<file path="config.mk">
export PLATFORM = sky130hd
export DESIGN_NAME = ring_counter_param_flat
export DESIGN_NICKNAME = d
export VERILOG_FILES = /design/src/rtl/ring_counter_param_if.sv /design/src/rtl/ring_counter_param.sv /design/src/flat_wrapper.sv
export SDC_FILE = /design/constraint.sdc
export NUM_CORES = 1
export LEC_CHECK = 0
export ABC_AREA = 1
export CAP_MARGIN = 20
export CORE_AREA = 2 2 39 41
export CTS_BUF_LIST = sky130_fd_sc_hd__clkbuf_4 sky130_fd_sc_hd__clkbuf_8 sky130_fd_sc_hd__clkbuf_16
export DETAILED_ROUTE_END_ITERATION = 6
export DIE_AREA = 0 0 41 43
export GPL_TIMING_DRIVEN = 1
export PLACE_DENSITY = 0.67
export SYNTH_ARGS = -nofsm -noshare
export SYNTH_HDL_FRONTEND = slang
export SYNTH_SLANG_ARGS = --single-unit
</file>
<file path="constraint.sdc">
create_clock -name clk -period 6.9 [get_ports clk]
set_clock_uncertainty 0.15 [all_clocks]
set_input_delay 1.035 -clock clk [delete_from_list [all_inputs] [get_ports clk]]
set_output_delay 1.035 -clock clk [all_outputs]
set_load 0.01 [all_outputs]
</file>
<file path="src/rtl/ring_counter_param_if.sv">
// Control/status bundle for ring_counter_param.
// The counter side uses the slave modport; the driving logic uses master.
interface ring_counter_param_if #(
  parameter int unsigned WIDTH = 4
);
  logic             en;
  logic             mode;
  logic             dir;
  logic             load;
  logic [WIDTH-1:0] load_val;
  logic [WIDTH-1:0] q;
  logic             wrap;
  logic             illegal;

  modport master (
    output en, mode, dir, load, load_val,
    input  q, wrap, illegal
  );

  modport slave (
    input  en, mode, dir, load, load_val,
    output q, wrap, illegal
  );
endinterface

</file>
<file path="src/rtl/ring_counter_param.sv">
// Parametrised ring / Johnson counter with run-time mode and direction,
// count enable, parallel load, self-correction of illegal states and
// registered wrap / illegal flags.
module ring_counter_param #(
  parameter int unsigned WIDTH    = 4,
  parameter int unsigned INIT_POS = 0
) (
  input  logic                 clk,
  input  logic                 rst,
  ring_counter_param_if.slave  bus
);

  typedef enum logic [1:0] {
    SH_RING_L = 2'b00,
    SH_RING_R = 2'b01,
    SH_JOHN_L = 2'b10,
    SH_JOHN_R = 2'b11
  } shift_e;

  logic [WIDTH-1:0] r_q;
  logic             r_wrap;
  logic             r_illegal;

  logic [WIDTH-1:0] w_seed;
  logic [WIDTH-1:0] w_next;
  logic             w_ring_legal;
  logic             w_john_legal;
  logic             w_legal;
  shift_e           w_shift;

  // Seed follows the live mode input: one-hot at INIT_POS for ring, zero for Johnson
  always_comb begin
    w_seed = '0;
    if (!bus.mode) begin
      w_seed[INIT_POS] = 1'b1;
    end
  end

  // Legality of the current state against the current mode
  always_comb begin
    w_ring_legal = ($countones(r_q) == 1);
    w_john_legal = ($countones(r_q[WIDTH-1:1] ^ r_q[WIDTH-2:0]) <= 1);
    w_legal      = bus.mode ? w_john_legal : w_ring_legal;
  end

  // Next state for an enabled shift of a legal state
  always_comb begin
    w_shift = shift_e'({bus.mode, bus.dir});
    w_next  = r_q;
    unique case (w_shift)
      SH_RING_L: w_next = {r_q[WIDTH-2:0], r_q[WIDTH-1]};
      SH_RING_R: w_next = {r_q[0], r_q[WIDTH-1:1]};
      SH_JOHN_L: w_next = {r_q[WIDTH-2:0], ~r_q[WIDTH-1]};
      SH_JOHN_R: w_next = {~r_q[0], r_q[WIDTH-1:1]};
      default:   w_next = r_q;
    endcase
  end

  // State and flag registers, priority rst > load > en > hold
  always_ff @(posedge clk) begin
    if (rst) begin
      r_q       <= w_seed;
      r_wrap    <= 1'b0;
      r_illegal <= 1'b0;
    end else if (bus.load) begin
      r_q       <= bus.load_val;
      r_wrap    <= 1'b0;
      r_illegal <= 1'b0;
    end else if (bus.en) begin
      if (w_legal) begin
        r_q       <= w_next;
        r_wrap    <= (w_next == w_seed);
        r_illegal <= 1'b0;
      end else begin
        r_q       <= w_seed;
        r_wrap    <= 1'b0;
        r_illegal <= 1'b1;
      end
    end else begin
      r_wrap    <= 1'b0;
      r_illegal <= 1'b0;
    end
  end

  assign bus.q       = r_q;
  assign bus.wrap    = r_wrap;
  assign bus.illegal = r_illegal;

endmodule

</file>
<file path="src/flat_wrapper.sv">
// flat-port wrapper written by rule: the top's interface ports become plain ports
module ring_counter_param_flat 
#(
  parameter int unsigned WIDTH    = 4,
  parameter int unsigned INIT_POS = 0
)
  (clk, rst, bus_en, bus_mode, bus_dir, bus_load, bus_load_val, bus_q, bus_wrap, bus_illegal);
  ring_counter_param_if #(.WIDTH(WIDTH)) bus_i ();
  input  logic clk;
  input  logic rst;
  input wire logic [$bits(bus_i.en)-1:0] bus_en;
  input wire logic [$bits(bus_i.mode)-1:0] bus_mode;
  input wire logic [$bits(bus_i.dir)-1:0] bus_dir;
  input wire logic [$bits(bus_i.load)-1:0] bus_load;
  input wire logic [$bits(bus_i.load_val)-1:0] bus_load_val;
  output wire logic [$bits(bus_i.q)-1:0] bus_q;
  output wire logic [$bits(bus_i.wrap)-1:0] bus_wrap;
  output wire logic [$bits(bus_i.illegal)-1:0] bus_illegal;
  assign bus_i.en = bus_en;
  assign bus_i.mode = bus_mode;
  assign bus_i.dir = bus_dir;
  assign bus_i.load = bus_load;
  assign bus_i.load_val = bus_load_val;
  assign bus_q = bus_i.q;
  assign bus_wrap = bus_i.wrap;
  assign bus_illegal = bus_i.illegal;
  ring_counter_param #(.WIDTH(WIDTH), .INIT_POS(INIT_POS)) u_core (.clk(clk), .rst(rst), .bus(bus_i));
endmodule
</file>
==> impl_metrics.tcl <==
set metrics [dict create \
    status "completed" \
    slew-limit-headroom_pct 78.0 \
    intPower_uw 83.0 \
    synthToLayoutAreaGrowth_pct 38.7 \
    finalSetupTns_ns 0 \
    crit_fanout 7 \
    netlist.area_leader.share_pct 20.1 \
    cp_num_buf_inv 1 \
    leakage_nw 0.333 \
    grt_pass1_wl_um 1910 \
    dp.final_hpwl_um 923 \
    grt_max_degree 10 \
    ff2ff_path_depth 9 \
    critPathMaxStageDelay_ns 0.59 \
    pwr-share-clk_pct 32.8 \
    design.portCount 16 \
    ir_worst_vdd_uv 128 \
    synthSimpleGateAreaFrac_pct 36.7 \
    die_area_sq_mm 0.00176 \
    drv_cap 0 \
    synthTopCellsByCount "nand2_1, nor2_1, inv_1" \
    place_area_sq_um 661 \
    critPathKind "register to output port" \
    worst_ep_required_time_ns 5.71 \
    drt_wl_total_um 1160 \
    regArea_sq_um 130 \
    crit_family "buffers and inverters" \
    core_sq_mm 0.00138 \
    drive_gt1_share_pct 8.60 \
    antenna_cells 0 \
    seq_area_frac_synth_pct 26.1 \
    synth_area_leader_cell "dfxtp_1" \
    ys_warn_count 0 \
    grt_usage_pct 16.0 \
    hold_class "register to register" \
    grt_overflow 0 \
    postSynthAreaPerCell_sq_um 6.64 \
    wire_per_inst_um 10.7 \
    drtIter0Drc 13 \
    finalSetupViolCount 0 \
    synthAdderAreaFrac_pct 14.1 \
    start_util_pct 36.0 \
    die_w_um 41 \
    grt_pass1_vias 471 \
    startpoint "u_core.bus.q[1]" \
    synth_compound_area_share_pct 11.6 \
    cts_root_buf "clkbuf_4" \
    drtAntennaViolNets 0 \
    rr_endpoint "u_core.bus.q[0]" \
    postCtsSetupBuffers 0 \
    fp-row-count 14 \
    synth_area_leaders "dfxtp_1, nand2_1, ha_1" \
    hold_buffers 0 \
    worst-endpoint-arrival_ns 1.27 \
    worst_slew_pin_slew_ns 0.329 \
    htree_num_levels 1 \
    yosysUniqueCellTypes 19 \
    drv_slew 0 \
    switching_share_pct 31.3 \
    slowest_stage "clkdlybuf4s50_1" \
    cts_resized 0 \
    drc 0 \
    multi_input_area_sq_um 319 \
    hold_depth 2 \
    final_area_sq_um 691 \
    finalHoldViolCount 0 \
    reg2reg_from "u_core.bus.q[0]" \
    n_fill_cell 152 \
    worstSkewPairLatency_ns 0.25 \
    comb_power_share_pct 33.0 \
    antenna_found_initial 0 \
    clkTransAtPathRegs_ns 0.04 \
    r2r_slack_ns 4.51 \
    rsz0062_at_grt "false" \
    cp-start-kind "register" \
    clock_sinks 6 \
    async_flop_share_pct 0 \
    clock_path_buffers 2 \
    power.density_mw_per_mm2 175 \
    fin_crit_sh_pct 35.6 \
    port_buffers 15 \
    hp-start "u_core.bus.q[2]" \
    avgViaCountPerCell 4.91 \
    synthMuxAreaShare_pct 0 \
    synth_ff_type "dfxtp_1" \
    synth_edf_count 1 \
    cts_buffers 3 \
    synth_top_family_by_area "simple AND/OR/NAND/NOR gates" \
    vias 535 \
    synth_nets 90 \
    detail_route.first_pass.iterations 4 \
    synth.ff_latch_count 6 \
    p_sw_uw 37.8 \
    min_period_ns 2.46 \
    crit_path_cell_trace "clkdlybuf4s50_1" \
    gp_congestion 0.820 \
    synth_area_sq_um 498 \
    end_kind "output port" \
    fmax_mhz 407 \
    p_seq_share_pct 34.2 \
    synthXorXnorAreaFrac_pct 1.76 \
    nets 109 \
    holdPathEnd "u_core.bus.q[2]" \
    yosysMostFrequentCell "nand2_1" \
    synthCells 75 \
    die_h_um 43 \
    tritoncts "yes" \
]
per-layer routing:
metal	share of wire, %	wire length [um]	GRT usage (%)	up-vias
met1	47	542	20.4	243
met4	0	0	6.00	0
li1	-	-	-	278
met2	48	552	25.3	14
met5	0	0	0	-
met3	5.7	66	3.14	0
flip-flops by register name (all words and copies together), names as in the netlist:
signal	count
u_core.bus.wrap	1
u_core.bus.illegal	1
u_core.bus.q	4
cells by family (layout without fill, tap and decap cells):
logic type | Yosys count | count (layout)
flip-flops | 6 | 6
adder cells (fa/ha/maj) | 5 | 5
AO/OA/AOI/OAI | 9 | 9
XOR/XNOR | 1 | 1
buffers and inverters | 12 | 30
AND/OR/NAND/NOR | 42 | 42
cell usage in the layout (no fill, tap or decap):
master and count:
fa_1 1, inv_1 10, clkbuf_4 4, dfxtp_1 5, nand2_1 22, o21ai_1 2, inv_2 1, a22oi_1 2
nor2_1 11, nand2_2 2, a21oi_1 3, a22o_1 1, xor2_1 1, nor2_4 1, nand3_1 4, o221ai_1 1
nand3b_1 2, clkdlybuf4s50_1 15, edfxtp_1 1, ha_1 4
layout make-up:
cell class,instances,area share [%]
repair buffers,15,21.7
clock buffers,4,4.35
well taps,16,2.90
multi-input cells,57,46.2
inverters,11,5.98
flip-flops and latches,6,18.8
per-stage QoR:
step           hold slack (ns)  utilization, %  setup WS, ns  instances  power [mW]
3_5_place_dp             0.498            47.7          4.38        105      0.0816
5_1_grt                  0.550            49.9          4.36        109       0.129
4_1_cts                  0.512            49.9          4.44        109       0.122
3_3_place_gp             0.493            47.7          4.41        105      0.0802
2_1_floorplan            0.486               -          4.64         75      0.0654
6_report                 0.500            49.9          4.44        109       0.121
power groups by stage:
stage / sequential [mW] / combinational, mW / clock [mW]
after floorplan: 0.0423 / 0.0231 / 0
final: 0.0413 / 0.0399 / 0.0397
after global placement: 0.0419 / 0.0383 / 0
after detailed placement: 0.0419 / 0.0397 / 0
after CTS: 0.0413 / 0.0401 / 0.0405
after global routing: 0.0416 / 0.0460 / 0.0418
how the worst max path moves through the flow:
| stage | end | slack [ns] | cells after the start |
|---|---|---|---|
| global placement | u_core.bus.q[0] | 4.41 | 8 |
| detailed placement | u_core.bus.q[0] | 4.38 | 8 |
| global route | u_core.bus.q[0] | 4.36 | 9 |
| finish | bus_q[1] | 4.44 | 1 |
| floorplan | u_core.bus.q[0] | 4.64 | 10 |
| CTS | bus_q[1] | 4.44 | 1 |
Note: power is estimated with default switching activity, not from simulation.
